==> src/rtl/fix_pkg.sv <==
// ----------------------------------------------------------------------------
// fix_pkg
//
// Shared fixed-point helpers for the MNIST inference datapath. The multiplier,
// adder and MAC blocks all saturate symmetrically, so the legal range of a
// WIDTH-bit two's complement value is [-(2^(WIDTH-1)-1), 2^(WIDTH-1)-1].
// The most negative code 100...0 is never produced by any of these blocks.
//
// Contents:
//   FIX4_WIDTH / FIX4_FRAC_BITS  default operand format (4-bit integer)
//   fix4_t                       signed type for the default format
//   sat_max(width)               largest legal value for a given width
//   sat_clamp(value, width)      symmetric clamp of a wide value (width <= 31)
// ----------------------------------------------------------------------------
package fix_pkg;

    localparam int FIX4_WIDTH     = 4;
    localparam int FIX4_FRAC_BITS = 0;

    typedef logic signed [FIX4_WIDTH-1:0] fix4_t;

    // Largest representable magnitude; the negative limit is its negation.
    function automatic int sat_max(input int width);
        return (1 << (width - 1)) - 1;
    endfunction

    // Clamp a wide signed value into the symmetric range of 'width' bits.
    function automatic longint sat_clamp(input longint value, input int width);
        longint max_v;
        max_v = longint'(sat_max(width));
        if (value > max_v) begin
            return max_v;
        end
        if (value < -max_v) begin
            return -max_v;
        end
        return value;
    endfunction

endpackage

==> src/rtl/sat_mul_clamp.sv <==
// ----------------------------------------------------------------------------
// sat_clamp_comb
//
// Purely combinational symmetric saturator. Takes a 2*WIDTH-bit signed value
// (a scaled product) and narrows it to WIDTH bits, clamping to +/-MAX where
// MAX = 2^(WIDTH-1)-1.
//
// Ports:
//   value   in   2*WIDTH  signed wide value to narrow
//   result  out  WIDTH    clamped / truncated result
//   sat     out  1        high when either clamp fired
// ----------------------------------------------------------------------------
module sat_clamp_comb
    import fix_pkg::*;
#(
    parameter int WIDTH = 4
) (
    input  logic signed [2*WIDTH-1:0] value,
    output logic signed [WIDTH-1:0]   result,
    output logic                      sat
);

    // Limits expressed at the wide width so the comparisons are exact.
    localparam logic signed [2*WIDTH-1:0] MAX_WIDE = (2*WIDTH)'(sat_max(WIDTH));
    localparam logic signed [2*WIDTH-1:0] MIN_WIDE = -MAX_WIDE;

    // The same limits at the output width.
    localparam logic signed [WIDTH-1:0] MAX_NARROW = MAX_WIDE[WIDTH-1:0];
    localparam logic signed [WIDTH-1:0] MIN_NARROW = MIN_WIDE[WIDTH-1:0];

    // In range, the low WIDTH bits already hold the correct two's complement
    // value, so plain truncation is enough; only out-of-range values clamp.
    always_comb begin
        result = value[WIDTH-1:0];
        sat    = 1'b0;
        if (value > MAX_WIDE) begin
            result = MAX_NARROW;
            sat    = 1'b1;
        end else if (value < MIN_WIDE) begin
            result = MIN_NARROW;
            sat    = 1'b1;
        end
    end

endmodule

==> src/rtl/sat_mul.sv <==
// ----------------------------------------------------------------------------
// sat_mul
//
// Signed fixed-point multiplier with symmetric saturation. Used as the
// weight x activation primitive of the MNIST inference datapath.
//
// The combinational result 'o' is available for use inside larger
// combinational MAC paths; a registered copy with a valid strobe and
// saturation status serves pipelined users.
//
// Parameters:
//   WIDTH      operand/result width, two's complement, >= 2
//   FRAC_BITS  fractional bits per operand, 0 <= FRAC_BITS < WIDTH
//
// Ports:
//   clk         in   1      rising-edge clock for the registered outputs
//   rst         in   1      asynchronous active-high reset
//   a           in   WIDTH  signed multiplicand
//   b           in   WIDTH  signed multiplier
//   in_valid    in   1      qualifies a/b for the registered path
//   sat_clr     in   1      synchronous clear of sat_sticky
//   o           out  WIDTH  combinational saturated product
//   o_q         out  WIDTH  registered o (updates only when in_valid)
//   out_valid   out  1      registered in_valid
//   sat_q       out  1      registered "this result was clamped"
//   sat_sticky  out  1      set on any clamped valid result, held until clear
// ----------------------------------------------------------------------------
module sat_mul
    import fix_pkg::*;
#(
    parameter int WIDTH     = FIX4_WIDTH,
    parameter int FRAC_BITS = FIX4_FRAC_BITS
) (
    input  logic                    clk,
    input  logic                    rst,
    input  logic signed [WIDTH-1:0] a,
    input  logic signed [WIDTH-1:0] b,
    input  logic                    in_valid,
    input  logic                    sat_clr,
    output logic signed [WIDTH-1:0] o,
    output logic signed [WIDTH-1:0] o_q,
    output logic                    out_valid,
    output logic                    sat_q,
    output logic                    sat_sticky
);

    localparam logic signed [2*WIDTH-1:0] MAX_WIDE   = (2*WIDTH)'(sat_max(WIDTH));
    localparam logic signed [2*WIDTH-1:0] MIN_WIDE   = -MAX_WIDE;
    localparam logic signed [WIDTH-1:0]   MIN_NARROW = MIN_WIDE[WIDTH-1:0];
    localparam logic signed [WIDTH-1:0]   MOST_NEG   = {1'b1, {(WIDTH-1){1'b0}}};

    logic signed [WIDTH-1:0]   a_cond;
    logic signed [WIDTH-1:0]   b_cond;
    logic signed [2*WIDTH-1:0] a_wide;
    logic signed [2*WIDTH-1:0] b_wide;
    logic signed [2*WIDTH-1:0] product;
    logic signed [2*WIDTH-1:0] scaled;
    logic                      sat;

    // The asymmetric code 100...0 is folded onto MIN so every operand lies in
    // the symmetric range; this keeps the product commutative and means the
    // clamp never has to deal with -2^(WIDTH-1) * -2^(WIDTH-1) corner cases.
    always_comb begin
        a_cond = (a == MOST_NEG) ? MIN_NARROW : a;
        b_cond = (b == MOST_NEG) ? MIN_NARROW : b;
    end

    // Sign-extend to double width so the full product always fits, then
    // rescale with an arithmetic (floor) shift. A zero operand yields an exact
    // zero product, which the clamp passes through with sat low.
    always_comb begin
        a_wide  = {{WIDTH{a_cond[WIDTH-1]}}, a_cond};
        b_wide  = {{WIDTH{b_cond[WIDTH-1]}}, b_cond};
        product = a_wide * b_wide;
        scaled  = product >>> FRAC_BITS;
    end

    sat_clamp_comb #(
        .WIDTH (WIDTH)
    ) u_clamp (
        .value  (scaled),
        .result (o),
        .sat    (sat)
    );

    // Registered result path. o_q/sat_q only update on valid inputs so a
    // downstream consumer can sample them at leisure after out_valid.
    always_ff @(posedge clk or posedge rst) begin
        if (rst) begin
            o_q       <= '0;
            sat_q     <= 1'b0;
            out_valid <= 1'b0;
        end else begin
            out_valid <= in_valid;
            if (in_valid) begin
                o_q   <= o;
                sat_q <= sat;
            end
        end
    end

    // Sticky saturation flag; a clear in the same cycle as a new clamped
    // result wins so software always observes the clear taking effect.
    always_ff @(posedge clk or posedge rst) begin
        if (rst) begin
            sat_sticky <= 1'b0;
        end else if (sat_clr) begin
            sat_sticky <= 1'b0;
        end else if (in_valid && sat) begin
            sat_sticky <= 1'b1;
        end
    end

endmodule

==> config.mk <==
export PLATFORM = sky130hd
export DESIGN_NAME = sat_mul
export DESIGN_NICKNAME = d
export VERILOG_FILES = /design/src/rtl/fix_pkg.sv /design/src/rtl/sat_mul_clamp.sv /design/src/rtl/sat_mul.sv
export SDC_FILE = /design/constraint.sdc
export NUM_CORES = 1
export LEC_CHECK = 0
export BUFFER_PORTS_ARGS = -buffer_cell sky130_fd_sc_hd__buf_2
export CAP_MARGIN = 10
export CORE_MARGIN = 8
export CORE_UTILIZATION = 57
export DETAILED_ROUTE_END_ITERATION = 8
export PLACE_DENSITY = 0.86
export SLEW_MARGIN = 10
export SYNTH_ARGS = -nofsm -noshare
export SYNTH_HDL_FRONTEND = slang
export SYNTH_SLANG_ARGS = --single-unit
==> constraint.sdc <==
create_clock -name clk -period 12 [get_ports clk]
set_input_delay 1.8 -clock clk [delete_from_list [all_inputs] [get_ports clk]]
set_output_delay 1.8 -clock clk [all_outputs]
set_load 0.02 [all_outputs]
After elaboration in Yosys (flattened, before gate mapping):

Index checks and enable logic that the tools add are counted.
Widths: inputs -> output; s select.

* muxes and demuxes: 8
* reductions and logical operators: 2
* equal/unequal tests: 2
* multipliers: 1
* magnitude comparators: 2

Operators with widths (count)
* $mux 4: 4
* $eq 4x4->1 const B: 2
* $gt 8x4->1 const B: 1
* $lt 8x4->1 const B: 1
* $mul 4x4->8: 1
* $mux 1: 4
* $reduce_bool 2->1: 1
* $logic_and 1x1->1: 1

* bits in registers: 7
* output and inout bits: 11

Depth between registers and ports, before layout:

* depth in word-level cells: 9
* mapped depth: 16

By module:

From an unflattened synthesis, not the netlist that was laid out.

* cells, all modules: 91
* area, all modules: 904.6 µm²

Modules (own cells, without submodules)
* sat_mul: cells an instance 80, area an instance 832.0 µm², times used 1
* sat_clamp_comb: cells an instance 11, area an instance 72.6 µm², times used 1

Worst setup path after synthesis:

Ideal clock, no wire load.

* kind: input port to output port
* start: in a[3]
* end: out o[0]
* path slack: 4.700 ns
* data arrival time: 5.500 ns
* stages on the path: 15
* cells stage by stage: nor3b_1 > nor2_1 > nand2_1 > fa_1 > fa_1 > fa_1 > inv_1 > ha_1 > inv_1 > fa_1 > or2b_1 > a21oi_1 > xnor3_2 > mux2i_1 > nand2_1

* cells in the longest elaborated chain, start to end: 6
* elaborated cells on any way between the ends: 7

RTL lines
* from (decl): line sat_mul.sv:36 `input logic signed [WIDTH-1:0] a,`
* $eq 4x4->1: line sat_mul.sv:64 `a_cond = (a == MOST_NEG) ? MIN_NARROW : a;`
* $mux 4 (*): line sat_mul.sv:64
* $mul 4x4->8 (*): line sat_mul.sv:74 `product = a_wide * b_wide;`
* $lt 8x4->1: line sat_mul_clamp.sv:39 `end else if (value < MIN_WIDE) begin`
* $mux 4: line sat_mul_clamp.sv:39
* $mux 4 (*): line sat_mul_clamp.sv:36 `if (value > MAX_WIDE) begin`
* to (decl): line sat_mul.sv:40 `output logic signed [WIDTH-1:0] o,`

Mark *: on every way between the ends. The rest lies on a longest branch, timed or not.

Worst setup path after layout:

Ends and elaborated chain as after synthesis.

==> flow_summary.ini <==
[layout]
drive_above_1_share_pct = 31.20
finalInstanceArea_mm2 = 0.001144
area_growth_pct = 15.11
layoutNonFillerInstCount = 142
fill_cells = 128
num_antenna_cells = 0
fin_nets = 159

[global_route]
first_global_vias = 851
grt_overflow = 0
grtUsageTotal_pct = 13.03
grt_start_max_net_pins = 12
grt_pass1_wl_mm = 3.539
antenna_found_initial = 0

[clock_network]
cts-buffers-inserted = 3
max-clock-path-buffers = 2
clk_latency_ns = 0.25
path_clk_slew_ns = 0.05
cts_sinks = 7
cts_root_buf = clkbuf_4
cts_tree = yes
post_cts.repair.setup_buffers = 0
ctsHoldBuffers = 0
cts-resized-gates = 0
cts_max_level = 1

[floorplan]
die-area_mm2 = 0.003335
dieWidth_um = 57.75
start_util_pct = 58.81
chipHeight_um = 57.75
design.core.area_mm2 = 0.001689
boundaryPins = 23
rows = 15

[critical_path]
cp.arrival_ns = 5.91
critPathMaxFanout = 7
cp.required_ns = 10.20
cp-end-kind = primary output
worstSetupStartpointType = input pin
critical_path_class = input pin to primary output

[sta]
hold_ws_ns = 0.4979
slew_violations = 0
clock.fmax_mhz = 129.7
setup_viol = 0
tns_ns = 0
rsz0062_at_grt = no
finalCritPeriodShare_pct = 64.25
hold_violations = 0
worstMarginPinSlew_ns = 0.3047
finalClockSkew_ns = 0
relSlewSlack_pct = 79.67
period_minus_slack_ns = 7.709

[placed_design]
dpl.hpwl_mm = 1.797
portBuffers = 22
routabilityCongestion = 0.8418
place_area_mm2 = 0.001117
dp.cells = 138

[synthesis]
synth_cell_types = 37
synth_top_family_by_area = adder cells
yosys-mux-area-fraction_pct = 2.141
synthCells = 100
synth_warnings = 0
synth_adder_area_share_pct = 33.25
syn_nets = 133
yosysMostFrequentCell = inv_1
synth_common_cells = 14 x inv_1, 12 x ha_1, 9 x fa_1, 7 x dfrtp_1, 6 x nor2_1
synth_compound_area_share_pct = 10.45
async_flop_share_pct = 100.0
synth_edf_count = 0
synth_area_um2 = 993.5
synth_xor_area_share_pct = 5.919
synth-simple-area-share_pct = 24.06
synth_area_leaders = fa_1 18%, dfrtp_1 18%, ha_1 15%
ys_seq_area_share_pct = 17.63
synth_top_area_share_pct = 18.14
synthFlopType = dfrtp_1
ys_ff_latch = 7
avgSynthCellArea_um2 = 9.935
synth_top_area_cell = fa_1

[drt]
num_vias = 774
drcViolationCount = 0
firstDrtPassIters = 4
wl_per_cell_um = 14.10
via_per_inst = 5.451
drtAntennaViolNets = 0
drtIter0Drc = 20
routed_wl_mm = 2.002

[power_and_ir_drop]
power_mw = 0.1937
leakage_nw = 0.6188
powerDensity_mw_per_mm2 = 169.4
ir_drop_v = 0.0001470

[status]
status = finished, final reports clean

[run]
drv_cap = 0

[hold_path]
min_path_type = register to register
[worst max-delay path, cell delays in order]
cell and delay [ns]:
buf_2 0.13, nor3b_1 0.15, nor2_1 0.16, nand2_1 0.11, fa_1 0.57, fa_1 0.45
fa_1 0.47, inv_1 0.07, ha_1 0.18, inv_1 0.06, fa_1 0.39, or2b_1 0.24
a21oi_1 0.13, xnor3_2 0.53, mux2i_1 0.23, nand2_1 0.08, buf_2 0.16
[final timing paths]
path | cells after the start | slack (ns) | startpoint | endpoint
setup / recovery | 17 | 4.29 | a[3] | o[0]
hold / removal | 2 | 0.50 | sat_q$_DFFE_PP0P_ | sat_q$_DFFE_PP0P_
setup reg to reg | 1 | 11.24 | o_q[3]$_DFFE_PP0P_ | o_q[3]$_DFFE_PP0P_
hold reg to reg | 2 | 0.50 | sat_q$_DFFE_PP0P_ | sat_q$_DFFE_PP0P_
max in group asynchronous | 2 | 10.33 | rst | sat_q$_DFFE_PP0P_
min in group asynchronous | 2 | 1.46 | rst | sat_sticky$_DFFE_PP0P_
[metrics by stage]
stage	util (%)	setup slack, ns
floorplan	-	4.700
global placement	66.15	4.358
detailed placement	66.15	4.253
CTS	67.70	4.255
global route	67.70	4.053
finish	67.70	4.291
[metal layers]
metal / vias to the layer above / global-route usage [%] / part of all wire, %
li1: 382 / - / -
met1: 368 / 14.17 / 42
met2: 22 / 22.99 / 51
met3: 2 / 4.636 / 6.0
met4: 0 / 4.196 / 0.90
met5: - / 0 / 0
[area by class of cell]
type,count,area (um2),share of cell area [%]
Multi-Input combinational cell,77,753.2,65.86
Sequential cell,7,175.2,15.32
Timing Repair Buffer,22,110.1,9.628
Clock buffer,4,26.28,2.298
Inverter,15,57.56,5.033
Tap cell,17,21.27,1.860
[layout by cell type, fill, tap and decap left out, types with 3 or more instances in the layout]
master and instances:
buf_2 22, dfrtp_1 7, inv_1 14, fa_1 9, clkbuf_4 3, xnor2_1 3, nand2b_1 3, ha_1 12
and2_1 4, a21o_1 3, nand2_1 5, nor2_1 6
[power by group]
group / leakage [nW] / total (mW) / switching (mW) / internal (mW)
clock network: 0.0150 / 0.0215 / 0.00879 / 0.0127
registers: 0.0799 / 0.0372 / 0.00449 / 0.0327
logic: 0.524 / 0.135 / 0.0765 / 0.0586
total: 0.619 / 0.194 / 0.0898 / 0.104
[flip-flops by register name (all words and copies together), names as in the netlist]
signal / cells
sat_sticky: 1
out_valid: 1
sat_q: 1
o_q: 4
[kinds of logic (layout without fill, tap and decap cells)]
| family | Yosys count | in the layout |
|---|---|---|
| buf+inv | 16 | 41 |
| simple gates | 36 | 36 |
| fa+ha+maj | 21 | 21 |
| mux | 2 | 2 |
| compound gates | 13 | 13 |
| flops | 7 | 7 |
| xor+xnor | 5 | 5 |
Note: power is estimated with default switching activity, not from simulation.
